**src/rtl/ins_mem_loader.sv**
```systemverilog
// ins_mem_loader
//
// Write-side companion to the instruction ROM. Accepts a program byte
// stream over a valid/ready handshake and steers each byte into one of four
// byte-wide instruction banks. The stream is big-endian per word: bank 1
// holds bits [31:24] and bank 4 holds bits [7:0]. The CPU is held in reset
// until the image is complete. A trailing partial word is padded with zero
// bytes. The number of words written is reported.
//
// Ports:
//   CLK         rising-edge clock
//   RST         synchronous, active-low reset
//   start       one-cycle pulse that begins a load (honoured in IDLE/DONE)
//   byte_valid  byte_data / byte_last are valid
//   byte_data   next program byte, MSB-first within each word
//   byte_last   marks the final byte of the image
//   byte_ready  loader accepts a byte this cycle (high only in LOAD)
//   wr_en       one-hot bank write enables; bit 3 = bank 1, bit 0 = bank 4
//   wr_addr     shared bank address {2'b00, word_idx}
//   wr_data     shared bank write data
//   busy        high while loading or padding
//   done        high once the image is complete
//   cpu_hold    CPU reset request, low only when done
//   word_count  complete words written in the current or last load
//
// WORDS is the word capacity of the banks (1..64).

module ins_mem_loader #(
    parameter int WORDS = 64
) (
    input  logic       CLK,
    input  logic       RST,
    input  logic       start,
    input  logic       byte_valid,
    input  logic [7:0] byte_data,
    input  logic       byte_last,
    output logic       byte_ready,
    output logic [3:0] wr_en,
    output logic [7:0] wr_addr,
    output logic [7:0] wr_data,
    output logic       busy,
    output logic       done,
    output logic       cpu_hold,
    output logic [6:0] word_count
);

    typedef enum logic [1:0] {
        IDLE,
        LOAD,
        PAD,
        DONE
    } state_t;

    // Index of the final word the banks can hold; its lane-3 byte ends the load.
    localparam logic [5:0] LAST_WORD = 6'(WORDS - 1);

    state_t     state;
    logic [5:0] word_idx;
    logic [1:0] lane;
    logic [3:0] lane_en;

    // Lane 0 is the most significant byte and therefore bank 1 (wr_en bit 3).
    assign lane_en = 4'b1000 >> lane;

    // NOTE: every register here uses non-blocking assignment so all of them
    // update together from the values sampled at the same edge.
    always_ff @(posedge CLK) begin
        // NOTE: the reset is sampled on the clock edge, so it sits inside
        // the clocked block rather than in the sensitivity list.
        if (!RST) begin
            state      <= IDLE;
            word_idx   <= '0;
            lane       <= '0;
            word_count <= '0;
            byte_ready <= 1'b0;
            wr_en      <= '0;
            wr_addr    <= '0;
            wr_data    <= '0;
            busy       <= 1'b0;
            done       <= 1'b0;
            cpu_hold   <= 1'b1;
        end else begin
            // A write enable lasts one cycle; the branches below raise it
            // again only when a byte is written.
            wr_en <= '0;

            case (state)
                IDLE: begin
                    word_idx   <= '0;
                    lane       <= '0;
                    word_count <= '0;
                    if (start) begin
                        state      <= LOAD;
                        byte_ready <= 1'b1;
                        busy       <= 1'b1;
                        done       <= 1'b0;
                        cpu_hold   <= 1'b1;
                    end
                end

                LOAD: begin
                    // byte_ready is high throughout LOAD, so byte_valid alone
                    // is the accept condition here.
                    if (byte_valid) begin
                        wr_en   <= lane_en;
                        wr_addr <= {2'b00, word_idx};
                        wr_data <= byte_data;
                        lane    <= lane + 2'd1;
                        if (lane == 2'd3) begin
                            word_idx   <= word_idx + 6'd1;
                            word_count <= word_count + 7'd1;
                            // A full word ends the load either on the image's
                            // last byte or when the banks are full.
                            if (byte_last || word_idx == LAST_WORD) begin
                                state      <= DONE;
                                byte_ready <= 1'b0;
                                busy       <= 1'b0;
                                done       <= 1'b1;
                                cpu_hold   <= 1'b0;
                            end
                        end else if (byte_last) begin
                            state      <= PAD;
                            byte_ready <= 1'b0;
                        end
                    end
                end

                PAD: begin
                    // One zero byte per cycle into the remaining lanes, so the
                    // pad writes directly follow the last data write.
                    wr_en   <= lane_en;
                    wr_addr <= {2'b00, word_idx};
                    wr_data <= 8'h00;
                    lane    <= lane + 2'd1;
                    if (lane == 2'd3) begin
                        word_idx   <= word_idx + 6'd1;
                        word_count <= word_count + 7'd1;
                        state      <= DONE;
                        busy       <= 1'b0;
                        done       <= 1'b1;
                        cpu_hold   <= 1'b0;
                    end
                end

                DONE: begin
                    // word_count keeps reporting the last load until a restart.
                    if (start) begin
                        state      <= LOAD;
                        word_idx   <= '0;
                        lane       <= '0;
                        word_count <= '0;
                        byte_ready <= 1'b1;
                        busy       <= 1'b1;
                        done       <= 1'b0;
                        cpu_hold   <= 1'b1;
                    end
                end

                default: begin
                    state      <= IDLE;
                    byte_ready <= 1'b0;
                    busy       <= 1'b0;
                    done       <= 1'b0;
                    cpu_hold   <= 1'b1;
                end
            endcase
        end
    end

endmodule
```
**config.mk**
```make
export PLATFORM = sky130hd
export DESIGN_NAME = ins_mem_loader
export DESIGN_NICKNAME = d
export VERILOG_FILES = /design/src/rtl/ins_mem_loader.sv
export SDC_FILE = /design/constraint.sdc
export NUM_CORES = 1
export LEC_CHECK = 0
export ABC_CLOCK_PERIOD_IN_PS = 4330
export CAP_MARGIN = 20
export CORE_MARGIN = 2
export CORE_UTILIZATION = 42
export DETAILED_ROUTE_END_ITERATION = 8
export PLACE_DENSITY = 0.7
export RECOVER_POWER = 100
export SLEW_MARGIN = 5
export SYNTH_ARGS = -nofsm -noshare
export SYNTH_HDL_FRONTEND = slang
export SYNTH_SLANG_ARGS = --single-unit
```
**constraint.sdc**
```tcl
create_clock -name CLK -period 4.33 [get_ports CLK]
set_input_delay 0.866 -clock CLK [delete_from_list [all_inputs] [get_ports CLK]]
set_output_delay 0.866 -clock CLK [all_outputs]
set_load 0.02 [all_outputs]
```
==> metrics.md, run 1 <==
| Metric | Value |
|---|---|
| Horizontal die dimension | 69.34 um |
| Number of max-capacitance violations reported | 1 |
| EDFF count, synth | 0 |
| Number of DRC markers in iteration 0 | 60 |
| Most common cell in the netlist | dfxtp_1 |
| Startpoint Class | input port |
| Post-route setup TNS | 0 ns |
| Hold Buf Count CTS | 0 |
| # clock sinks | 39 |
| Maximum clock insertion buffer count | 2 |
| Area of the placeable core | 4058 um2 |
| Post-route DRC violation count | 0 |
| Worst setup slack before clock tree synthesis | 1.750 ns |
| Flop and latch count out of synthesis | 39 |
| Total area of multi-input combinational cells | 902.1 um2 |
| Top FF cell, synth | dfxtp_1 |
| Parity-gate share of the synthesized area counting xor and xnor cells | 2.442% |
| Power Internal | 0.8256 mW |
| Shortest clock period the worst path allows after layout | about 3.0 ns |
| Effective utilization at floorplan | 44.19% |
| Worst clock skew | 0.007076 ns |
| Leakage power | between 0.9 and 1 nW |
| Reg2reg end | wr_addr[1] |
| Final Core Density | between 50% and 60% |
| Worst setup path start | byte_valid |
| Cell area after synthesis | roughly 1800 um2 |
| Reg2reg start | state[1] |
| Buffers inserted during post-CTS setup optimization | 0 |
| Final count of hold timing violations | 0 |
| Die Height | between 60 and 70 um |
| Maximum number of pins on one net before global-route repair | 21 |
| Least setup slack across all paths after layout | 1.335 ns |
| Total via count after detailed routing | 1434 |
| Htree depth | 2 |
| Number of top-level pins | 44 |
| Filler cells | 384 |
| Layout area overhead | 29.31% |
| Tot Pwr | 1.269 mW |
| Cells after synthesis | about 190 |
| Sum of routed wire length over all layers | 3552 um |
| Clock latency of the later-clocked register in the worst-skew pair | 0.29 ns |
| Portion of synthesized cell area occupied by the leading cell type | between 40% and 50% |
| Part of the power in the clock network | around 28% |
| Proportion of total power due to net switching | 34.97% |
| Post-cts gate resize count | 0 |
| Portion of total power attributed to sequential cells | between 30% and 40% |
| Final RePlAce weighted congestion | 0.8725 |
| CP Capture Type | flip-flop |
| Cell variety after synth | 42 |
| Clock tree from TritonCTS | yes |
| Die area | 4807 um2 |
| Post-DP HPWL | between 2000 and 3000 um |
| Ant diodes | 0 |
| Number of global-route vias before repair | 1340 |
| Clock transition at the register clock pins on the worst setup and hold paths after CTS | 0.07 ns |
| Antenna violations before repair | 0 |
| Dominant combinational cell family by area after synthesis | simple AND/OR/NAND/NOR gates |
| Arrival time reported for the critical path endpoint | 3.15 ns |
| Post-route fraction of the period consumed by the critical path | 69.18% |
| Yosys top cell by area | dfxtp_1 |
| Number of placement rows | 23 |
| Worst slew pin tran | ~2 ns |
| Highest ir drop seen on vdd | 0.3850 mV |
| Net switching power | about 0.44 mW |
| GRT Residual Overflow | 0 |
| Class of the most critical setup path | in2reg |
| Cell at the root of the clock tree | clkbuf_8 |
| Worst EP required | 4.49 ns |
| Mean Syn Cell Area | 9.387 um2 |
| Share of the yosys chip area belonging to registers | 43.55% |
| Synth top area cells | dfxtp_1, mux2i_1, ha_1, nor2_1, a22oi_1 |
| Inserted Clock Buffers | 5 |
| Fraction of the mapped netlist area in compound gates | 12.21% |
| Min Hold Slack | 0.4625 ns |
| Wire length of the first global-routing pass | just over 6000 um |
| Input/output buffers | 41 |
| Final max-slew violation count | 15 |
| Maximum fanout along the worst path | 14 |
| Total setup violations reported at the end of the flow | 0 |
| Reg-to-reg setup timing slack | 1.60 ns |
| Setup repair after global routing missed its margin | no |
| Net count reported at finish | 254 |
| Adder-cell share of the synthesized area | 6.978% |
| Total GRT Usage | 15.68% |
| Violated checks | capacitance limit, slew limit |
| Storage element area | about 780 um2 |
| Post-synthesis mux area share | a little under 8% |
| Max Freq | around 0.33 GHz |
| Power density cells | 547.5 nW/um2 |
| Avg WL per Cell | between 10 and 15 um |
| Classification of the worst-slack hold path | reg2reg |
| Share of final-layout standard cells stronger than drive strength 1 | roughly 4.7% |
| Number of search-and-repair iterations in the first detailed-routing pass | 4 |
| Vias per cell | 5.085 |
| Share of power burned in combinational logic | 38.1% |
| Status | finished with violations |
| Synth cell count leaders | dfxtp_1, nor2_1, nand2_1 |
| Slew HR | -32.45% |
| R2R depth | 5 |
| Crit path capture | wr_data[5] |
| Post-route ant nets | 0 |
| Post-synth ARST share | 0% |
| Synth warn | 0 |
| Simple-Gate Fraction of Synth Area | between 20 and 25% |
## registers in the layout (all words and copies together), names as in the netlist
signal / cells
done: 1
word_idx: 6
byte_ready: 1
busy: 1
wr_addr: 6
state: 2
wr_en: 4
wr_data: 8
cpu_hold: 1
word_count: 7
lane: 2
## how the worst min path moves through the flow
stage,slack [ns],from,depth (start not counted),endpoint
after floorplan,0.46,word_idx[5],2,word_idx[5]
after global placement,0.46,done,2,done
after detailed placement,0.45,busy,2,busy
after CTS,0.47,busy,2,busy
after global routing,0.51,busy,2,busy
final,0.46,done,2,done
## power by group through the flow
stage | registers [mW] | clock network, mW | logic, mW
floorplan | 0.472 | 0 | 0.367
global placement | 0.440 | 0 | 0.514
detailed placement | 0.440 | 0 | 0.515
CTS | 0.432 | 0.367 | 0.518
global route | 0.437 | 0.380 | 0.532
finish | 0.430 | 0.356 | 0.484
## placed cells by master (no fill, tap or decap), types with 4 or more instances in the layout
| cell | instances |
|---|---|
| dlygate4sd3_1 | 31 |
| nand2_1 | 16 |
| clkdlybuf4s50_1 | 10 |
| nand3_1 | 4 |
| mux2i_1 | 13 |
| a22oi_1 | 10 |
| inv_1 | 7 |
| ha_1 | 10 |
| clkbuf_8 | 5 |
| a21oi_1 | 6 |
| o21ai_0 | 5 |
| nand4_1 | 6 |
| nor2_1 | 28 |
| dfxtp_1 | 39 |
## metal layers
metal  routed length, um  vias up  track usage [%]
li1                    -      738                -
met1                1735      666            19.82
met2                1620       24            25.43
met3                 140        6            4.360
met4                  57        0            5.882
met5                   0        -                0
## through the flow
| step | instances | area, um2 |
|---|---|---|
| floorplan | 192 | 1797 |
| global placement | 274 | 2211 |
| detailed placement | 274 | 2211 |
| CTS | 282 | 2347 |
| global route | 282 | 2318 |
| finish | 282 | 2318 |
## worst max-delay path, cell delays in order
cell	delay (ns)
dlygate4sd3_1	0.57
nand2b_1	0.43
o21ai_0	0.80
a22oi_1	0.42
nor2_1	0.06
## area by class of cell
class	count	share of cell area, %
multi-input cells	137	38.91
flip-flops and latches	39	33.68
repair buffers	41	17.70
clock buffers	5	2.968
clock inverters	3	2.914
well taps	50	2.698
inverters	7	1.133
## logic make-up (layout without fill, tap and decap cells)
group / after synthesis / in the layout
DFF: 39 / 39
and+or+nand+nor: 77 / 77
muxes: 14 / 14
other: 1 / 2
AOI/OAI and AO/OA: 29 / 29
buffers and inverters: 16 / 56
xor gates and xnor gates: 5 / 5
adders and majority gates: 10 / 10
Note: power is estimated with default switching activity, not from simulation.
==> run 2: changes to the inputs <==
ABC_CLOCK_PERIOD_IN_PS = 2400   (was 4330)
PLACE_DENSITY = 0.72   (was 0.7)
clock period = 2.4 ns   (was 4.33 ns; I/O delays follow)
==> run 2 against run 1 <==
The run now ends clean. Clock-buffer cell count rose by 1. Sequential share of layout area down 0.20 points. First-iteration DRC count up 43%. Global-route usage is 0.19 points higher. Final cell count rose by 0.71%. Non-clock buffer count rose by 2. Sequential cell count unchanged. Largest power group unchanged. Register-to-register slack worse by 1.2 ns. Core utilization rose by 0.34 points. Critical path depth is the same. Highest routed layer unchanged. Worst hold slack got worse by 0.0051 ns. Critical endpoint is now cpu_hold.
==> metrics.md, run 2 (synthesis gave the netlist of run 1 again) <==
| Metric | Value |
|---|---|
| Worst EP required | 2.58 ns |
| Hold Buf Count CTS | 0 |
| Number of flip-flops under the largest register name | 8 |
| Die area | just under 5000 um2 |
| Post-route DRC violation count | 0 |
| Min Hold Slack | 0.4574 ns |
| Final RePlAce weighted congestion | 0.9164 |
| Number of global-route vias before repair | approximately 1.4k |
| Layout area overhead | 30.08% |
| Standard cell with the maximum stage delay on the critical path | clkdlybuf4s50_1 |
| Max Freq | ~0.5 GHz |
| Cell at the root of the clock tree | clkbuf_8 |
| Tot Pwr | approximately 2.2 mW |
| Clock tree from TritonCTS | yes |
| Die Height | 69.34 um |
| Most common library cell in the layout ignoring fill and taps | dfxtp_1 |
| Number of search-and-repair iterations in the first detailed-routing pass | 4 |
| Inserted Clock Buffers | 5 |
| Wire length of the first global-routing pass | 6203 um |
| Post-route setup TNS | 0 ns |
| Reg-to-reg setup timing slack | roughly 0.4 ns |
| Htree depth | 2 |
| Total setup violations reported at the end of the flow | 0 |
| Worst clock skew | 0.003567 ns |
| Avg WL per Cell | 12.63 um |
| Final count of hold timing violations | 0 |
| Final max-slew violation count | 0 |
| Number of top-level pins | 44 |
| Net count reported at finish | 256 |
| Vias per cell | 5.151 |
| Cell family with most CP delay | buffers and inverters |
| Highest ir drop seen on vdd | 0.6119 mV |
| Clock latency of the later-clocked register in the worst-skew pair | 0.29 ns |
| Sum of routed wire length over all layers | 3588 um |
| Number of placement rows | 23 |
| Maximum number of pins on one net before global-route repair | 19 |
| Combined buffer and inverter count along the critical path | 1 |
| CP Capture Type | flip-flop |
| Status | completed |
| Post-route fraction of the period consumed by the critical path | 83.81% |
| Effective utilization at floorplan | between 40 and 50% |
| Most frequent cells in the layout | dfxtp_1, dlygate4sd3_1, nor2_1 |
| Crit path cell chain | clkdlybuf4s50_1, nand2b_1, o21a_1, o221ai_2, mux2_1 |
| Share of final-layout standard cells stronger than drive strength 1 | 7.265% |
| GRT Residual Overflow | 0 |
| Setup repair after global routing missed its margin | no |
| Filler cells | ~360 |
| Leakage power | 0.9947 nW |
| Arrival time reported for the critical path endpoint | 2.19 ns |
| Total via count after detailed routing | 1463 |
| Register bank with the most flops | wr_data |
| Biggest cell delay along the critical path | 0.53 ns |
| Antenna violations before repair | 0 |
| Post-route ant nets | 0 |
| Hold Path Depth | 2 |
| Classification of the worst-slack hold path | reg2reg |
| Total GRT Usage | 15.87% |
| Input/output buffers | 41 |
| Horizontal die dimension | 69.34 um |
| Ant diodes | 0 |
| Area of the placeable core | 4058 um2 |
| Launch point of the worst hold path | done |
| Post-cts gate resize count | 0 |
| Clock transition at the register clock pins on the worst setup and hold paths after CTS | approximately 0.07 ns |
| Maximum fanout along the worst path | 11 |
| Cell depth of the worst setup path | 5 |
| Power density cells | ~960 nW/um2 |
| Number of max-capacitance violations reported | 0 |
| Shortest clock period the worst path allows after layout | 2.011 ns |
| Endpoint of the worst hold path | done |
| Class of the most critical setup path | in2reg |
| Maximum clock insertion buffer count | 2 |
| R2R depth | 6 |
| Reg2reg end | word_count[6] |
| Startpoint Class | input port |
| Buffers inserted during post-CTS setup optimization | 0 |
| # clock sinks | 39 |
| Largest registers in the final layout | wr_data (8), word_count (7) |
| Slew HR | approximately 50% |
| Post-DP HPWL | 2705 um |
| Reg2reg start | state[0] |
| Number of DRC markers in iteration 0 | 86 |
| Worst slew pin tran | 0.7473 ns |
## run 2: worst max-delay path by stage
stage,from,end
3_5_place_dp,byte_valid,cpu_hold
2_1_floorplan,state[0],cpu_hold
5_1_grt,state[0],word_count[6]
6_report,byte_valid,cpu_hold
4_1_cts,word_count[2],word_count[2]
3_3_place_gp,start,word_count[6]
## run 2: cell type report
class	instances	area [um2]	area share, %
clock buffers	6	82.58	3.541
clock inverters	2	35.03	1.502
inverters	7	26.28	1.127
multi-input cells	137	919.6	39.43
flip-flops and latches	39	780.7	33.48
well taps	50	62.56	2.682
repair buffers	43	425.4	18.24
## run 2: metrics by stage
stage,std cells,setup slack [ns],utilization [%],area [um2]
6_report,284,0.3886,57.48,2332
5_1_grt,284,0.2337,57.48,2332
4_1_cts,284,0.5460,57.76,2344
3_5_place_dp,276,0.2655,54.86,2226
3_3_place_gp,276,0.3213,54.86,2226
2_1_floorplan,192,0.7431,-,1797
## run 2: worst min-delay path: cells and delay by family, from the launching register on
| kind | cells | cell delay (ns) |
|---|---|---|
| flip-flops | 1 | 0.31 |
| AND/OR/NAND/NOR | 1 | 0.05 |
| multiplexers | 1 | 0.05 |
## run 2: per-layer routing
metal	global-route usage, %	wire, um
met1	18.67	1617
met2	26.39	1739
met3	4.797	166
met4	7.407	65
met5	0	0
## run 2: power breakdown
group / total [mW] / leakage, nW / internal, mW / switching (mW)
registers: 0.776 / 0.316 / 0.729 / 0.0471
clock network: 0.558 / 0.0612 / 0.336 / 0.222
logic: 0.900 / 0.618 / 0.362 / 0.539
